--- src/rtl/timer_pkg.sv ---
// Shared encodings for the timer_dev memory-mapped countdown timer:
// FSM states, register offsets, MODE values and CTRL bit positions.
package timer_pkg;

  typedef enum logic [1:0] {
    ST_IDLE,
    ST_LOAD,
    ST_CNT,
    ST_INT
  } state_t;

  localparam logic [1:0] REG_CTRL   = 2'd0;
  localparam logic [1:0] REG_PRESET = 2'd1;
  localparam logic [1:0] REG_COUNT  = 2'd2;

  localparam logic [1:0] MODE_ONESHOT = 2'd0;
  localparam logic [1:0] MODE_RELOAD  = 2'd1;

  localparam int CTRL_EN   = 0;
  localparam int CTRL_MODE = 1;
  localparam int CTRL_IM   = 3;

  // Encodings 2 and 3 are reserved and behave as RELOAD.
  function automatic logic modeReloads(input logic [1:0] mode);
    return (mode == MODE_RELOAD) || mode[1];
  endfunction

endpackage

--- src/rtl/timer_if.sv ---
// Data-side bus between the M stage and the timer: address, byte enables,
// store data in; hit, combinational read data and interrupt out.
interface timer_if;
  logic [31:0] addr;
  logic [3:0]  byteen;
  logic [31:0] wdata;
  logic        hit;
  logic [31:0] rdata;
  logic        irq;

  modport master (output addr, output byteen, output wdata,
                  input hit, input rdata, input irq);
  modport slave  (input addr, input byteen, input wdata,
                  output hit, output rdata, output irq);
endinterface

--- src/rtl/timer_prescaler.sv ---
// Tick generator for timer_dev: o_tick is high one cycle in PRESCALE.
// Only instantiated when TIMER_PRESCALE_EN is defined.
module timer_prescaler #(
  parameter int PRESCALE = 4
) (
  input  logic clk,
  input  logic reset,
  input  logic i_clear,
  output logic o_tick
);

  localparam int W = (PRESCALE > 1) ? $clog2(PRESCALE) : 1;
  localparam logic [W-1:0] LAST = W'(PRESCALE - 1);

  logic [W-1:0] r_cnt;

  assign o_tick = (r_cnt == LAST);

  always_ff @(posedge clk or negedge reset) begin
    if (!reset) begin
      r_cnt <= '0;
    end else if (i_clear || o_tick) begin
      r_cnt <= '0;
    end else begin
      r_cnt <= r_cnt + W'(1);
    end
  end

endmodule

--- src/rtl/timer_dev.sv ---
// Memory-mapped countdown timer with ONESHOT/RELOAD modes and level irq.
// Define TIMER_PRESCALE_EN to decrement only once every PRESCALE clocks.
module timer_dev
  import timer_pkg::*;
#(
  parameter logic [31:0] BASE_ADDR = 32'h0000_7F00,
  parameter int          CNT_W     = 32,
  parameter int          PRESCALE  = 4
) (
  input  logic    clk,
  input  logic    reset,
  timer_if.slave  bus
);

  state_t r_state, w_stateNext;

  logic             r_en;
  logic [1:0]       r_mode;
  logic             r_im;
  logic             r_irqFlag;
  logic [CNT_W-1:0] r_preset;
  logic [CNT_W-1:0] r_count;

  logic        w_hit;
  logic        w_wr;
  logic        w_wrCtrl;
  logic        w_wrPreset;
  logic        w_load;
  logic        w_dec;
  logic        w_setFlag;
  logic        w_clrEn;
  logic        w_tick;
  logic [31:0] w_rdata;
  logic [31:0] w_presetMerged;
  logic        w_unused;

  assign w_hit      = (bus.addr[31:4] == BASE_ADDR[31:4]) && (bus.addr[3:2] != 2'd3);
  assign w_wr       = w_hit && (bus.byteen != 4'h0);
  assign w_wrCtrl   = w_wr && (bus.addr[3:2] == REG_CTRL);
  assign w_wrPreset = w_wr && (bus.addr[3:2] == REG_PRESET);
  assign w_unused   = ^{bus.addr[1:0], (PRESCALE > 0)};

`ifdef TIMER_PRESCALE_EN
  timer_prescaler #(
    .PRESCALE (PRESCALE)
  ) u_prescaler (
    .clk     (clk),
    .reset   (reset),
    .i_clear ((r_state == ST_LOAD) || !r_en),
    .o_tick  (w_tick)
  );
`else
  assign w_tick = 1'b1;
`endif

  always_comb begin
    w_rdata = '0;
    if (w_hit) begin
      case (bus.addr[3:2])
        REG_CTRL: begin
          w_rdata[CTRL_EN]          = r_en;
          w_rdata[CTRL_MODE +: 2]   = r_mode;
          w_rdata[CTRL_IM]          = r_im;
        end
        REG_PRESET: w_rdata[CNT_W-1:0] = r_preset;
        REG_COUNT:  w_rdata[CNT_W-1:0] = r_count;
        default:    w_rdata = '0;
      endcase
    end
  end

  assign bus.hit   = w_hit;
  assign bus.rdata = w_rdata;
  assign bus.irq   = r_im & (r_irqFlag | ((r_state == ST_INT) & modeReloads(r_mode)));

  always_comb begin
    w_presetMerged = 32'(r_preset);
    for (int i = 0; i < 4; i++) begin
      if (bus.byteen[i]) begin
        w_presetMerged[8*i +: 8] = bus.wdata[8*i +: 8];
      end
    end
  end

  always_ff @(posedge clk or negedge reset) begin
    if (!reset) begin
      r_state <= ST_IDLE;
    end else begin
      r_state <= w_stateNext;
    end
  end

  always_comb begin
    w_stateNext = r_state;
    w_load      = 1'b0;
    w_dec       = 1'b0;
    w_setFlag   = 1'b0;
    w_clrEn     = 1'b0;
    case (r_state)
      ST_IDLE: begin
        if (r_en) w_stateNext = ST_LOAD;
      end
      ST_LOAD: begin
        w_load      = 1'b1;
        w_stateNext = ST_CNT;
      end
      ST_CNT: begin
        if (!r_en) begin
          w_stateNext = ST_IDLE;
        end else if (w_tick) begin
          if (r_count == '0) begin
            w_stateNext = ST_INT;
            w_setFlag   = (r_mode == MODE_ONESHOT);
          end else begin
            w_dec = 1'b1;
          end
        end
      end
      ST_INT: begin
        if (modeReloads(r_mode)) begin
          w_stateNext = ST_LOAD;
        end else begin
          w_clrEn     = 1'b1;
          w_stateNext = ST_IDLE;
        end
      end
      default: w_stateNext = ST_IDLE;
    endcase
  end

  // A CPU write to CTRL takes priority over the end-of-oneshot EN clear.
  always_ff @(posedge clk or negedge reset) begin
    if (!reset) begin
      r_en      <= 1'b0;
      r_mode    <= MODE_ONESHOT;
      r_im      <= 1'b0;
      r_irqFlag <= 1'b0;
      r_preset  <= '0;
      r_count   <= '0;
    end else begin
      if (w_wrCtrl && bus.byteen[0]) begin
        r_en   <= bus.wdata[CTRL_EN];
        r_mode <= bus.wdata[CTRL_MODE +: 2];
        r_im   <= bus.wdata[CTRL_IM];
      end else if (w_clrEn) begin
        r_en <= 1'b0;
      end
      if (w_wrCtrl) begin
        r_irqFlag <= 1'b0;
      end else if (w_setFlag) begin
        r_irqFlag <= 1'b1;
      end
      if (w_wrPreset) begin
        r_preset <= w_presetMerged[CNT_W-1:0];
      end
      if (w_load) begin
        r_count <= r_preset;
      end else if (w_dec) begin
        r_count <= r_count - CNT_W'(1);
      end
    end
  end

endmodule

--- src/flat_wrapper.sv ---
// flat-port wrapper written by rule: the top's interface ports become plain ports
module timer_dev_flat import timer_pkg::*;
#(
  parameter logic [31:0] BASE_ADDR = 32'h0000_7F00,
  parameter int          CNT_W     = 32,
  parameter int          PRESCALE  = 4
)
  (clk, reset, bus_addr, bus_byteen, bus_wdata, bus_hit, bus_rdata, bus_irq);
  timer_if bus_i ();
  input  logic clk;
  input  logic reset;
  input wire logic [$bits(bus_i.addr)-1:0] bus_addr;
  input wire logic [$bits(bus_i.byteen)-1:0] bus_byteen;
  input wire logic [$bits(bus_i.wdata)-1:0] bus_wdata;
  output wire logic [$bits(bus_i.hit)-1:0] bus_hit;
  output wire logic [$bits(bus_i.rdata)-1:0] bus_rdata;
  output wire logic [$bits(bus_i.irq)-1:0] bus_irq;
  assign bus_i.addr = bus_addr;
  assign bus_i.byteen = bus_byteen;
  assign bus_i.wdata = bus_wdata;
  assign bus_hit = bus_i.hit;
  assign bus_rdata = bus_i.rdata;
  assign bus_irq = bus_i.irq;
  timer_dev #(.BASE_ADDR(BASE_ADDR), .CNT_W(CNT_W), .PRESCALE(PRESCALE)) u_core (.clk(clk), .reset(reset), .bus(bus_i));
endmodule
--- config.mk ---
export PLATFORM = sky130hd
export DESIGN_NAME = timer_dev_flat
export DESIGN_NICKNAME = d
export VERILOG_FILES = /design/src/rtl/timer_pkg.sv /design/src/rtl/timer_if.sv /design/src/rtl/timer_prescaler.sv /design/src/rtl/timer_dev.sv /design/src/flat_wrapper.sv
export SDC_FILE = /design/constraint.sdc
export NUM_CORES = 1
export LEC_CHECK = 0
export CAP_MARGIN = 20
export CORE_ASPECT_RATIO = 0.8
export CORE_UTILIZATION = 38
export DETAILED_ROUTE_END_ITERATION = 12
export PLACE_DENSITY = 0.67
export REMOVE_ABC_BUFFERS = 1
export SLEW_MARGIN = 25
export SYNTH_ARGS = -nofsm -noshare
export SYNTH_HDL_FRONTEND = slang
export SYNTH_HIERARCHICAL = 1
export SYNTH_SLANG_ARGS = --single-unit
--- constraint.sdc ---
create_clock -name clk -period 2.9 [get_ports clk]
set_clock_uncertainty 0.15 [all_clocks]
set_input_delay 0.58 -clock clk [delete_from_list [all_inputs] [get_ports clk]]
set_output_delay 0.58 -clock clk [all_outputs]
set_load 0.02 [all_outputs]
==> results of run 1 <==
worst max path at each step:
stage                startpoint       endpoint  slack, ns  depth (start not counted)
floorplan           bus_addr[5]  bus_rdata[10]      -0.42                          5
global placement    bus_addr[5]  bus_rdata[28]      -0.96                          8
detailed placement  bus_addr[5]   bus_rdata[9]      -0.97                          8
CTS                 bus_addr[6]  bus_rdata[17]      -0.16                          8
global route        bus_addr[4]   bus_rdata[4]      -0.22                          8
finish              bus_addr[4]  bus_rdata[12]      -0.19                          8
timing repair:
item	4_1_cts	5_1_grt
endpoints found under the setup margin	33	33
pin swaps	15	9
setup buffers	0	2
cloned	1	1
hold buffers	0	0
resized for setup	251	51
layout by cell type, fill, tap and decap left out, drive strengths merged, types with 3 or more instances in the layout:
cell,instances
clkinvlp,4
nor3,10
mux2,35
clkdlybuf4s50,41
o211ai,7
clkinv,3
buf,74
a221o,7
clkbuf,10
a22oi,28
clkdlybuf4s15,3
nand3,18
dlygate4sd2,16
nand4,6
dfrtp,71
nand2,35
or4,10
a222oi,4
o31ai,4
a21oi,8
or3,6
nand2b,5
o311ai,10
nor4,11
and3,6
nor2,55
inv,9
ha,5
o21ai,17
logic make-up after synthesis:
| logic type | count (synthesis) | synth area share, % |
|---|---|---|
| compound gates | 106 | 18.5 |
| fa+ha+maj | 5 | 1.47 |
| buf+inv | 32 | 3.36 |
| flops | 71 | 41.9 |
| mux | 35 | 12.1 |
| simple gates | 173 | 22.7 |
routing by layer:
| metal | GRT usage, % | vias to the layer above | part of all wire (%) |
|---|---|---|---|
| met4 | 8.23 | 0 | 1.2 |
| met1 | 32.0 | 1972 | 48 |
| met3 | 4.69 | 11 | 6.8 |
| li1 | - | 1864 | - |
| met5 | 0 | - | 0 |
| met2 | 34.9 | 159 | 44 |
state kept, by name, summed over array words and instances (netlist names):
name              count
u_core/r_count       32
u_core/r_en           1
u_core/r_im           1
u_core/r_irqFlag      1
u_core/r_mode         2
u_core/r_preset      32
u_core/r_state        2
report_power, final:
group          internal (mW)  switching [mW]  total (mW)  leakage (nW)
logic                 0.0880          0.0651       0.153          1.65
clock network          0.665           0.449        1.11         0.134
registers              0.991     0.000000116       0.991         0.987
total                   1.74           0.514        2.26          2.77
synth_stat cells (5+ instances only):
master,instances
nor2_1,55
clkbuf_1,17
nor3_1,10
o21ai_0,15
dfrtp_1,71
nand3_1,18
mux2_4,32
a22oi_1,28
o211ai_1,7
or3_1,5
nor4_1,9
nand4_1,6
inv_1,9
a221o_1,7
or4_1,7
and3_1,6
a21oi_1,7
nand2b_1,5
nand2_1,31
o311ai_0,9
ha_1,5
layout make-up:
type	count	area, um^2
clock buffers	9	225
multi-input cells	319	2550
repair buffers	137	1340
inverters	10	42.5
clock inverters	7	73.8
well taps	144	180
flip-flops and latches	71	1780
fillers	956	4660
through the flow:
stage                     utilization (%)  instances  TNS [ns]  total power, mW
after floorplan                         -        400    -11.79             1.03
after global placement               51.5        677    -39.03             1.17
after detailed placement             51.5        677    -39.98             1.17
after CTS                            54.9        694     -3.55             2.27
after global routing                 57.1        697     -5.01             2.32
final                                57.1        697     -3.90             2.26
==> reports/metrics.csv, run 1 <==
metric,value,unit
Highest Clock Rate,324,MHz
initial drt markers,300,
Max Cap Viol,0,
slowest CP cell,or4_4,
Required @ worst endpoint,2.17,ns
"CP delay by family, top",simple AND/OR/NAND/NOR gates,
Syn Area/Cell,10.1,um^2
Final Hold Fails,0,
worst slew pin tran,0.784,ns
failing checks,setup timing,
type of the worst setup path,input pin to output port,
clock transition at the registers of the reported paths,0.06,ns
critical path capture point type,output port,
layout cell share with drive strength beyond 1,32.0,%
CP startpoint kind,input pin,
first-pass GRT wire length,20400,um
CTS root buffer,clkbuf_16,
Clock Sinks,71,
Final Wtd Congestion,0.903,
R2R Path End,u_core/r_count[25],
Rows,34,
"IR drop worst, VDD",0.268,mV
overall routing resource usage,22.8,%
min cycle time layout,3.09,ns
Placeable Area,10800,um^2
R2R setup slack,0.22,ns
Final ANT Viol Nets,0,
port bufs,101,
TritonCTS buffer count,9,
post-DR wirelength/cell,18.1,um
final setup margin,-0.189,ns
crit path max fanout,8,
Mapped Cells,422,
Yosys top cell area share,41.9,%
LEAKAGE,2.77,nW
synth top area cells,"dfrtp_1 42%, mux2_4 11%, a22oi_1 5.0%",
Area Overhead vs Synth,45.9,%
worst r2r path cells,7,
DRT Wirelength,12600,um
synth unique cells,59,
Tcrit/Tclk final,107,%
WP buf/inv,4,
Post-Syn Area,4240,um^2
status,"finished, violations left",
hold slack,0.0620,ns
Die Area,11600,um^2
Vias/cell,5.75,
Die Wd,120,um
Clock Path Buffers,2,
crit path cell chain,buf_6 -> or4_1 -> or4_4 -> clkinv_4 -> nand2_8 -> clkbuf_16 -> nor2_1 -> buf_4,
ys flop type,dfrtp_1,
Initial Util,39.1,%
CTS tree,done,
DP Worst Slack,-0.974,ns
power per cell area,365,nW/um^2
grt ovf,0,
drt pass-1 iters,5,
antenna cells,0,
RSZ-0062 raised after global routing,true,
Die H,96.5,um
placed cell areas,5590,um^2
"FFs w/ async S/R, synth",100,%
Final nets,623,
Worst Path Arrival,2.36,ns
synth warn,6,
DRC errors left,0,
slowest cell delay on critical path,0.55,ns
top cell type by total area after synthesis,dfrtp_1,
Worst Hold Class,input pin to async pin,
via count,4006,
pin count of the biggest net entering global routing,35,
number of synthesized flops with an enable pin,0,
hpwl dp,9020,um
Pins Over Slew Limit,0,
endpoints failing setup,32,
Rel. slew slack,47.6,%
worst reg2reg path startpoint,u_core/r_count[16],
H-tree lvl count,3,
Seq cells post-synth,71,
vias in the first global route,3968,
Post-Layout Inst Area,6190,um^2
IO Count,104,
part of the Yosys area used for sequential elements,41.9,%
initial antenna violation count,0,
Worst-Skew Late Latency,0.34,ns
No activity file was read; power rests on OpenSTA's default activity.
==> inputs of run 2 (changes only) <==
--- a/config.mk
+++ b/config.mk
@@ -7,9 +7,9 @@
 export LEC_CHECK = 0
 export CAP_MARGIN = 20
 export CORE_ASPECT_RATIO = 0.8
+export CORE_MARGIN = 2
 export CORE_UTILIZATION = 38
 export DETAILED_ROUTE_END_ITERATION = 12
-export PLACE_DENSITY = 0.67
 export REMOVE_ABC_BUFFERS = 1
 export SLEW_MARGIN = 25
 export SYNTH_ARGS = -nofsm -noshare
==> constraint.sdc (replaced) <==
create_clock -name clk -period 3.3 [get_ports clk]
set_clock_uncertainty 0.15 [all_clocks]
set_input_delay 0.66 -clock clk [delete_from_list [all_inputs] [get_ports clk]]
set_output_delay 0.66 -clock clk [all_outputs]
set_load 0.02 [all_outputs]
==> run 2 against run 1 <==
Effect of this change:
- the flow now finishes without violations
- clock power fell by 9%
- register-to-register slack improved by 0.25 ns
- sequential power fell by 12%
- via count fell by 2.7%
- total power fell by 11%
- sequential share of layout area rose by 0.50 points
- wire length rose by 0.76%
- cell area fell by 1.7%
- critical path depth rose by 1
- critical path type unchanged
- largest power group unchanged
- highest routed layer unchanged
==> reports/metrics.csv, run 2 (synthesized netlist as in run 1, its figures left out) <==
metric,value,unit
status,finished clean,
"commonest cells after routing, fill and taps aside","71 x dfrtp_1, 42 x clkdlybuf4s50_1, 32 x mux2_4",
CTS root buffer,clkbuf_16,
DRT Wirelength,12700,um
"IR drop worst, VDD",0.257,mV
worst slew pin tran,0.734,ns
first-pass GRT wire length,20400,um
crit path cell chain,dlygate4sd2_1 -> nor4bb_2 -> nand4_1 -> or4_4 -> clkinv_4 -> nand2_8 -> buf_8 -> nor2_2 -> buf_4,
biggest regs,"u_core/r_count x32, u_core/r_preset x32",
Die Wd,122,um
Rel. slew slack,50.9,%
Final ANT Viol Nets,0,
antenna cells,0,
"commonest non-fill, non-tap cell in the layout",dfrtp_1,
placed cell areas,5510,um^2
power per cell area,332,nW/um^2
Required @ worst endpoint,2.49,ns
R2R setup slack,0.47,ns
slowest cell delay on critical path,0.53,ns
vias in the first global route,3825,
min cycle time layout,3.25,ns
FILL cells,1002,
Final Power,2.02,mW
initial drt markers,298,
Placeable Area,10900,um^2
Highest Clock Rate,307,MHz
WP buf/inv,4,
Initial Util,38.9,%
endpoints failing setup,0,
port bufs,101,
H-tree lvl count,3,
Clock Sinks,71,
Pins Over Slew Limit,0,
worst reg2reg path startpoint,u_core/r_count[16],
Max Cap Viol,0,
setup TNS,0,ns
hold slack,0.194,ns
R2R Path End,u_core/r_count[28],
Worst Hold Class,input pin to async pin,
worst r2r path cells,7,
initial antenna violation count,0,
Final nets,612,
Final Hold Fails,0,
TritonCTS buffer count,9,
drt pass-1 iters,5,
post-DR wirelength/cell,18.5,um
RSZ-0062 raised after global routing,true,
clock transition at the registers of the reported paths,0.05,ns
grt ovf,0,
Post-Layout Inst Area,6080,um^2
Die H,98.5,um
fin util,55.9,%
dpl cells,667,
CTS tree,done,
"CP delay by family, top",simple AND/OR/NAND/NOR gates,
Die Area,12000,um^2
Tcrit/Tclk final,98.5,%
CTS Hold Buffers Added,0,
Final Wtd Congestion,0.895,
register area,1780,um^2
Worst Path Arrival,2.44,ns
CP startpoint,bus_addr[15],
crit path max fanout,6,
Vias/cell,5.68,
type of the worst setup path,input pin to output port,
DP Worst Slack,-0.778,ns
LEAKAGE,2.75,nW
Area Overhead vs Synth,43.4,%
slowest CP cell,or4_4,
multi-input combinational cell area,2520,um^2
Worst-Skew Late Latency,0.35,ns
non-filler instance count after layout,686,
final setup margin,0.0479,ns
hpwl dp,8700,um
layout cell share with drive strength beyond 1,30.1,%
critical path capture point type,output port,
IO Count,104,
via count,3899,
pin count of the biggest net entering global routing,72,
Clock Path Buffers,2,
Rows,34,
overall routing resource usage,22.0,%
DRC errors left,0,
CP startpoint kind,input pin,
run 2: repair_timing:
action                                  CTS  global route
setup buffers                             1             0
gates cloned                              3             0
resized for setup                       215            57
pin swaps                                14            13
hold endpoints to repair                  0             0
endpoints found under the setup margin   33            28
run 2: report_power, final:
part           switching (mW)  internal, mW  leakage (nW)
sequential       0.0000000979         0.871         0.987
combinational          0.0570        0.0779          1.62
clock                   0.385         0.628         0.145
total                   0.442          1.58          2.75
run 2: how the worst max path moves through the flow:
stage / slack [ns] / depth (start not counted) / endpoint
global route: -0.01 / 9 / bus_rdata[16]
global placement: -0.73 / 8 / bus_rdata[29]
floorplan: -0.18 / 5 / bus_rdata[10]
finish: 0.05 / 9 / bus_rdata[30]
detailed placement: -0.78 / 8 / bus_rdata[12]
CTS: -0.05 / 8 / bus_rdata[16]
run 2: layout make-up:
cell class                      instances  area share [%]
Clock inverter                          4           0.884
Clock buffer                           12            4.22
Timing Repair Buffer                  126            20.5
Tap cell                              144            2.96
Multi-Input combinational cell        319            41.5
Inverter                               10           0.699
Sequential cell                        71            29.2
run 2: layer usage:
| layer | global-route usage [%] | up-vias | share of wire, % |
|---|---|---|---|
| met4 | 6.72 | 0 | 1.6 |
| met1 | 32.8 | 1870 | 47 |
| met5 | 0 | - | 0 |
| li1 | - | 1852 | - |
| met3 | 4.69 | 14 | 7.6 |
| met2 | 32.0 | 163 | 43 |
run 2: worst reg2reg max path, cell delays in order, from the launching register on:
cell and delay, ns:
dfrtp_1 0.44, or4_1 0.67, nor4_2 0.33, nand3_1 0.15, nand2_1 0.37, buf_4 0.24
o31ai_1 0.09, a221o_1 0.28
